===== config.mk =====
export PLATFORM = sky130hd
export DESIGN_NAME = mem_bus_arbiter_flat
export DESIGN_NICKNAME = d
export VERILOG_FILES = /design/src/rtl/mem_bus_arbiter_pkg.sv /design/src/rtl/mem_bus_arbiter_if.sv /design/src/rtl/mem_bus_arbiter.sv /design/src/flat_wrapper.sv
export SDC_FILE = /design/constraint.sdc
export NUM_CORES = 1
export LEC_CHECK = 0
export CORE_AREA = 2 2 288 290
export DETAILED_ROUTE_END_ITERATION = 8
export DIE_AREA = 0 0 290 292
export GPL_TIMING_DRIVEN = 0
export PLACE_DENSITY = 0.49
export SYNTH_ARGS = -nofsm -noshare
export SYNTH_HDL_FRONTEND = slang
export SYNTH_SLANG_ARGS = --single-unit

===== constraint.sdc =====
create_clock -name CLK -period 2.36 [get_ports CLK]
set_input_delay 0.708 -clock CLK [delete_from_list [all_inputs] [get_ports CLK]]
set_output_delay 0.708 -clock CLK [all_outputs]
set_load 0.1 [all_outputs]

===== src/rtl/mem_bus_arbiter_pkg.sv =====
// rtl/mem_bus_arbiter_pkg.sv - shared encodings and widths for the memory bus arbiter
package mem_bus_arbiter_pkg;

    localparam int BLOCK_W = 128;
    localparam int BADDR_W = 28;

    localparam logic PORT_I = 1'b0;
    localparam logic PORT_D = 1'b1;

    typedef enum logic [1:0] {
        ST_IDLE    = 2'd0,
        ST_GRANT_I = 2'd1,
        ST_GRANT_D = 2'd2,
        ST_RELEASE = 2'd3
    } arb_state_t;

endpackage


===== src/rtl/mem_bus_arbiter_if.sv =====
// rtl/mem_bus_arbiter_if.sv - cache request ports and shared main-memory port of the arbiter
interface mem_bus_arbiter_if;
    import mem_bus_arbiter_pkg::*;

    logic               I_READ;
    logic [BADDR_W-1:0] I_ADDRESS;
    logic [BLOCK_W-1:0] I_READDATA;
    logic               I_BUSYWAIT;

    logic               D_READ;
    logic               D_WRITE;
    logic [BADDR_W-1:0] D_ADDRESS;
    logic [BLOCK_W-1:0] D_WRITEDATA;
    logic [BLOCK_W-1:0] D_READDATA;
    logic               D_BUSYWAIT;

    logic               MEM_READ;
    logic               MEM_WRITE;
    logic [BADDR_W-1:0] MEM_ADDRESS;
    logic [BLOCK_W-1:0] MEM_WRITEDATA;
    logic [BLOCK_W-1:0] MEM_READDATA;
    logic               MEM_BUSYWAIT;

    modport slave (
        input  I_READ, I_ADDRESS, D_READ, D_WRITE, D_ADDRESS, D_WRITEDATA,
               MEM_READDATA, MEM_BUSYWAIT,
        output I_READDATA, I_BUSYWAIT, D_READDATA, D_BUSYWAIT,
               MEM_READ, MEM_WRITE, MEM_ADDRESS, MEM_WRITEDATA
    );

    modport master (
        output I_READ, I_ADDRESS, D_READ, D_WRITE, D_ADDRESS, D_WRITEDATA,
               MEM_READDATA, MEM_BUSYWAIT,
        input  I_READDATA, I_BUSYWAIT, D_READDATA, D_BUSYWAIT,
               MEM_READ, MEM_WRITE, MEM_ADDRESS, MEM_WRITEDATA
    );

endinterface


===== src/rtl/mem_bus_arbiter.sv =====
// rtl/mem_bus_arbiter.sv - round-robin arbiter sharing one main-memory port between I and D caches
module mem_bus_arbiter
    import mem_bus_arbiter_pkg::*;
(
    input  logic             CLK,
    input  logic             RESET,
    mem_bus_arbiter_if.slave bus
);

    arb_state_t         state, state_nxt;
    logic               last_grant;
    logic               first_cycle;
    logic               i_pend, d_pend, any_pend, winner, granted, done;
    logic               lat_read, lat_write;
    logic [BADDR_W-1:0] lat_addr;
    logic [BLOCK_W-1:0] lat_wdata;
    logic [BLOCK_W-1:0] i_rdata, d_rdata;

    assign i_pend   = bus.I_READ;
    assign d_pend   = bus.D_READ | bus.D_WRITE;
    assign any_pend = i_pend | d_pend;
    // On a tie the port that did not win last time goes next.
    assign winner   = (i_pend && d_pend) ? ~last_grant : d_pend;
    assign granted  = (state == ST_GRANT_I) || (state == ST_GRANT_D);
    // The entry cycle never completes: memory has not yet seen the request.
    assign done     = granted && !first_cycle && !bus.MEM_BUSYWAIT;

    always_ff @(posedge CLK) begin
        if (RESET) state <= ST_IDLE;
        else       state <= state_nxt;
    end

    always_comb begin
        state_nxt = state;
        case (state)
            ST_IDLE:    if (any_pend) state_nxt = (winner == PORT_D) ? ST_GRANT_D : ST_GRANT_I;
            ST_GRANT_I,
            ST_GRANT_D: if (done) state_nxt = ST_RELEASE;
            ST_RELEASE: state_nxt = ST_IDLE;
            default:    state_nxt = ST_IDLE;
        endcase
    end

    always_ff @(posedge CLK) begin
        if (RESET) begin
            last_grant  <= PORT_D;
            first_cycle <= 1'b0;
            lat_read    <= 1'b0;
            lat_write   <= 1'b0;
            lat_addr    <= '0;
            lat_wdata   <= '0;
            i_rdata     <= '0;
            d_rdata     <= '0;
        end else begin
            first_cycle <= 1'b0;
            if (state == ST_IDLE && any_pend) begin
                last_grant  <= winner;
                first_cycle <= 1'b1;
                if (winner == PORT_D) begin
                    // Simultaneous read+write from D is serviced as the write alone.
                    lat_read  <= bus.D_READ & ~bus.D_WRITE;
                    lat_write <= bus.D_WRITE;
                    lat_addr  <= bus.D_ADDRESS;
                    lat_wdata <= bus.D_WRITEDATA;
                end else begin
                    lat_read  <= 1'b1;
                    lat_write <= 1'b0;
                    lat_addr  <= bus.I_ADDRESS;
                    lat_wdata <= '0;
                end
            end
            // Data for a requester that withdrew mid-grant is dropped.
            if (done && lat_read) begin
                if (state == ST_GRANT_I && bus.I_READ)
                    i_rdata <= bus.MEM_READDATA;
                if (state == ST_GRANT_D && bus.D_READ && !bus.D_WRITE)
                    d_rdata <= bus.MEM_READDATA;
            end
        end
    end

    always_comb begin
        bus.MEM_READ      = 1'b0;
        bus.MEM_WRITE     = 1'b0;
        bus.MEM_ADDRESS   = '0;
        bus.MEM_WRITEDATA = '0;
        if (granted) begin
            bus.MEM_READ      = lat_read;
            bus.MEM_WRITE     = lat_write;
            bus.MEM_ADDRESS   = lat_addr;
            bus.MEM_WRITEDATA = lat_wdata;
        end
        bus.I_BUSYWAIT = i_pend && !(state == ST_RELEASE && last_grant == PORT_I);
        bus.D_BUSYWAIT = d_pend && !(state == ST_RELEASE && last_grant == PORT_D);
        bus.I_READDATA = i_rdata;
        bus.D_READDATA = d_rdata;
    end

endmodule

===== src/flat_wrapper.sv =====
// flat-port wrapper written by rule: the top's interface ports become plain ports
module mem_bus_arbiter_flat import mem_bus_arbiter_pkg::*;
  (CLK, RESET, bus_I_READ, bus_I_ADDRESS, bus_D_READ, bus_D_WRITE, bus_D_ADDRESS, bus_D_WRITEDATA, bus_MEM_READDATA, bus_MEM_BUSYWAIT, bus_I_READDATA, bus_I_BUSYWAIT, bus_D_READDATA, bus_D_BUSYWAIT, bus_MEM_READ, bus_MEM_WRITE, bus_MEM_ADDRESS, bus_MEM_WRITEDATA);
  mem_bus_arbiter_if bus_i ();
  input  logic CLK;
  input  logic RESET;
  input wire logic [$bits(bus_i.I_READ)-1:0] bus_I_READ;
  input wire logic [$bits(bus_i.I_ADDRESS)-1:0] bus_I_ADDRESS;
  input wire logic [$bits(bus_i.D_READ)-1:0] bus_D_READ;
  input wire logic [$bits(bus_i.D_WRITE)-1:0] bus_D_WRITE;
  input wire logic [$bits(bus_i.D_ADDRESS)-1:0] bus_D_ADDRESS;
  input wire logic [$bits(bus_i.D_WRITEDATA)-1:0] bus_D_WRITEDATA;
  input wire logic [$bits(bus_i.MEM_READDATA)-1:0] bus_MEM_READDATA;
  input wire logic [$bits(bus_i.MEM_BUSYWAIT)-1:0] bus_MEM_BUSYWAIT;
  output wire logic [$bits(bus_i.I_READDATA)-1:0] bus_I_READDATA;
  output wire logic [$bits(bus_i.I_BUSYWAIT)-1:0] bus_I_BUSYWAIT;
  output wire logic [$bits(bus_i.D_READDATA)-1:0] bus_D_READDATA;
  output wire logic [$bits(bus_i.D_BUSYWAIT)-1:0] bus_D_BUSYWAIT;
  output wire logic [$bits(bus_i.MEM_READ)-1:0] bus_MEM_READ;
  output wire logic [$bits(bus_i.MEM_WRITE)-1:0] bus_MEM_WRITE;
  output wire logic [$bits(bus_i.MEM_ADDRESS)-1:0] bus_MEM_ADDRESS;
  output wire logic [$bits(bus_i.MEM_WRITEDATA)-1:0] bus_MEM_WRITEDATA;
  assign bus_i.I_READ = bus_I_READ;
  assign bus_i.I_ADDRESS = bus_I_ADDRESS;
  assign bus_i.D_READ = bus_D_READ;
  assign bus_i.D_WRITE = bus_D_WRITE;
  assign bus_i.D_ADDRESS = bus_D_ADDRESS;
  assign bus_i.D_WRITEDATA = bus_D_WRITEDATA;
  assign bus_i.MEM_READDATA = bus_MEM_READDATA;
  assign bus_i.MEM_BUSYWAIT = bus_MEM_BUSYWAIT;
  assign bus_I_READDATA = bus_i.I_READDATA;
  assign bus_I_BUSYWAIT = bus_i.I_BUSYWAIT;
  assign bus_D_READDATA = bus_i.D_READDATA;
  assign bus_D_BUSYWAIT = bus_i.D_BUSYWAIT;
  assign bus_MEM_READ = bus_i.MEM_READ;
  assign bus_MEM_WRITE = bus_i.MEM_WRITE;
  assign bus_MEM_ADDRESS = bus_i.MEM_ADDRESS;
  assign bus_MEM_WRITEDATA = bus_i.MEM_WRITEDATA;
  mem_bus_arbiter u_core (.CLK(CLK), .RESET(RESET), .bus(bus_i));
endmodule

==> reports/results.ini <==
[route]
antenna_left = 0
top_layer = met5
wl_met2_um = 44700
detail_route.wl_per_cell_um = 23.5
drc = 0
wl_met3_um = 8120
met1_length_um = 35700
dr.pass1.iters = 5
drtIter0Drc = 947
vias_per_cell = 4.74
vias = 18500
wl_um = 91800

[die]
die_w_um = 290
die-area_um2 = 84700
rows = 105
die_h_um = 292
start_util_pct = 20.5
core-area_um2 = 81600
pin_count = 734

[final_layout]
nets = 3118
design_area_um2 = 28900
drive_gt1_share_pct = 28.9
area_growth_pct = 72.8

[timing]
worst_pin_slew_ps = 1240
period_share_pct = 119
hold_viol = 0
fin_ws_ps = -453
rsz0062_at_grt = true
max_slew_margin_pct = 17.2
fmax_ghz = 0.355
timing.hold.ws_ps = 420
slew_viol_final = 0
min_period_ps = 2810
fin_skew_ps = 26.7
setup_viol = 160

[synth]
ys_types = 30
synth_nets = 2309
ys_ff_latch = 418
seq_area_frac_synth_pct = 50.0
netlist_instances = 1986
syn_area_um2 = 16700
synth_area_per_cell_um2 = 8.42
synth_warnings = 0

[setup_path]
cp-start-kind = register
crit_type = reg2out
worstPathRequired_ps = 1650
worstPathArrival_ps = 2110
end_kind = primary output
path_max_fanout = 10

[min_path]
hold_path.class = in2reg

[clocking]
ctsHtreeMaxLevel = 2
cts_buffers = 52
cts-root-buf = clkbuf_16
path_clk_slew_ps = 60
hold_buffers = 0
clock_latency_ps = 590
clk_path_buf_depth = 3
cts_tree = built
cts.sinks = 418

[grt]
track_usage_pct = 20.7
grt_overflow = 0
grt_pass1_vias = 18600
grt_first_pass_wirelength_um = 131000
grt_max_degree = 14
antenna_found_initial = 10

[power_and_ir_drop]
vdd_drop_max_mv = 0.721
total_leakage_power_nw = 10.8
power_density_nw_per_um2 = 1150

[placement]
port_buffers = 730
gp_congestion = 0.875
hpwl_um = 68700
place_area_um2 = 25600
dp_slack_ps = -1990

[outcome]
violations = setup timing
outcome = complete, but fails checks

[run]
cap_violations = 0

metal layers:
metal,GRT usage [%],vias up
met4,7.77,2
met3,7.07,141
met2,35.7,728
met1,23.5,8920
met5,0,-
li1,-,8756
critical path, cell delays in order (launching register included):
cell	delay, ps
dfxtp_2	350
inv_2	50
ha_4	240
buf_12	150
clkbuf_8	160
clkbuf_16	160
and2_2	210
buf_12	170
cell usage after synthesis:
| library cell | instances | area (um2) |
|---|---|---|
| ha_1 | 5 | 62.6 |
| inv_1 | 3 | 11.3 |
| nand2_1 | 61 | 229 |
| buf_2 | 68 | 340 |
| o21ai_1 | 4 | 20.0 |
| o2bb2ai_1 | 1 | 8.76 |
| and3b_1 | 1 | 8.76 |
| nand4b_1 | 1 | 8.76 |
| nand4bb_1 | 1 | 11.3 |
| nor2_1 | 159 | 597 |
| a21oi_1 | 261 | 1310 |
| a21boi_0 | 1 | 7.51 |
| o31ai_2 | 1 | 12.5 |
| nand3_1 | 256 | 1280 |
| clkbuf_1 | 138 | 518 |
| nand3b_1 | 1 | 7.51 |
| a311oi_1 | 31 | 272 |
| and2_4 | 1 | 8.76 |
| buf_1 | 2 | 7.51 |
| dfxtp_1 | 418 | 8370 |
| o21ai_0 | 254 | 1270 |
| nor4bb_1 | 1 | 10.0 |
| and2_1 | 159 | 995 |
| a32oi_1 | 128 | 1120 |
| or4b_4 | 1 | 13.8 |
| nand2b_1 | 1 | 6.26 |
| o31a_1 | 1 | 8.76 |
| a2bb2oi_2 | 1 | 15.0 |
| buf_6 | 1 | 11.3 |
| buf_4 | 25 | 188 |
stage by stage:
stage | cells | setup TNS, ps | power [W] | utilization, %
global placement | 3786 | -524320 | 0.0210 | 31.4
finish | 3910 | -60720 | 0.0331 | 35.4
floorplan | 1986 | -17080 | 0.0166 | -
CTS | 3898 | -246540 | 0.0330 | 36.2
global route | 3906 | -71030 | 0.0344 | 35.4
detailed placement | 3786 | -520000 | 0.0210 | 31.4
final timing paths:
path | start | slack [ps] | end | depth (start not counted)
worst min-delay path | bus_D_WRITE | 420 | u_core.lat_read | 2
worst max-delay path | u_core.state[0] | -450 | bus_MEM_WRITEDATA[61] | 7
worst max register to register | u_core.state[0] | 130 | u_core.bus.I_READDATA[75] | 10
worst min register to register | u_core.lat_wdata[127] | 470 | u_core.lat_wdata[127] | 2
state kept, by name, indices dropped and copies added (netlist names):
| signal | count |
|---|---|
| u_core.bus.D_READDATA | 128 |
| u_core.bus.I_READDATA | 128 |
| u_core.first_cycle | 1 |
| u_core.last_grant | 1 |
| u_core.lat_addr | 28 |
| u_core.lat_read | 1 |
| u_core.lat_wdata | 128 |
| u_core.lat_write | 1 |
| u_core.state | 2 |
power breakdown:
part	switching, W	internal, W	total (W)
registers	0.000370	0.00772	0.00809
logic	0.0105	0.00646	0.0170
clock network	0.00334	0.00471	0.00805
cell type report:
class	instances	area, um2
repair buffers	755	8300
diodes	8	20.0
well taps	1070	1340
plain buffers	234	1490
multi-input cells	1331	7690
fillers	8484	52700
inverters	3	11.3
clock inverters	13	144
clock buffers	78	1540
flip-flops and latches	418	8370
cell families (layout without fill, tap and decap cells):
family	after synthesis	in the layout	synth area share, %
flip-flops	418	418	50.0
buffers and inverters	237	1083	6.43
other	0	8	0
AO/OA/AOI/OAI	683	683	24.2
adder cells (fa/ha/maj)	5	5	0.374
AND/OR/NAND/NOR	643	643	19.0
cell usage in the layout, fill, tap and decap left out, types with 4 or more instances in the layout:
cell type and n:
buf_8 9, buf_2 60, ha_1 4, o21ai_0 254, a21oi_1 260, buf_12 164
clkdlybuf4s15_2 54, clkinv_2 4, nor2_1 159, clkbuf_1 116, o21ai_1 4, buf_6 7
clkbuf_16 71, buf_4 34, clkbuf_8 14, a32oi_1 128, nand3_1 256, and2_2 33
clkbuf_2 220, clkdlybuf4s50_1 313, nand2_1 61, clkinvlp_4 4, and2_4 126, diode_2 8
a311oi_1 31, dfxtp_1 416
timing repair:
item,in CTS,in global routing
gates resized for setup,1816,517
buffers inserted,7,3
gates cloned,14,2
pin swaps,69,8
endpoints found under the setup margin,777,747
Power figures use the tool's default switching activity.
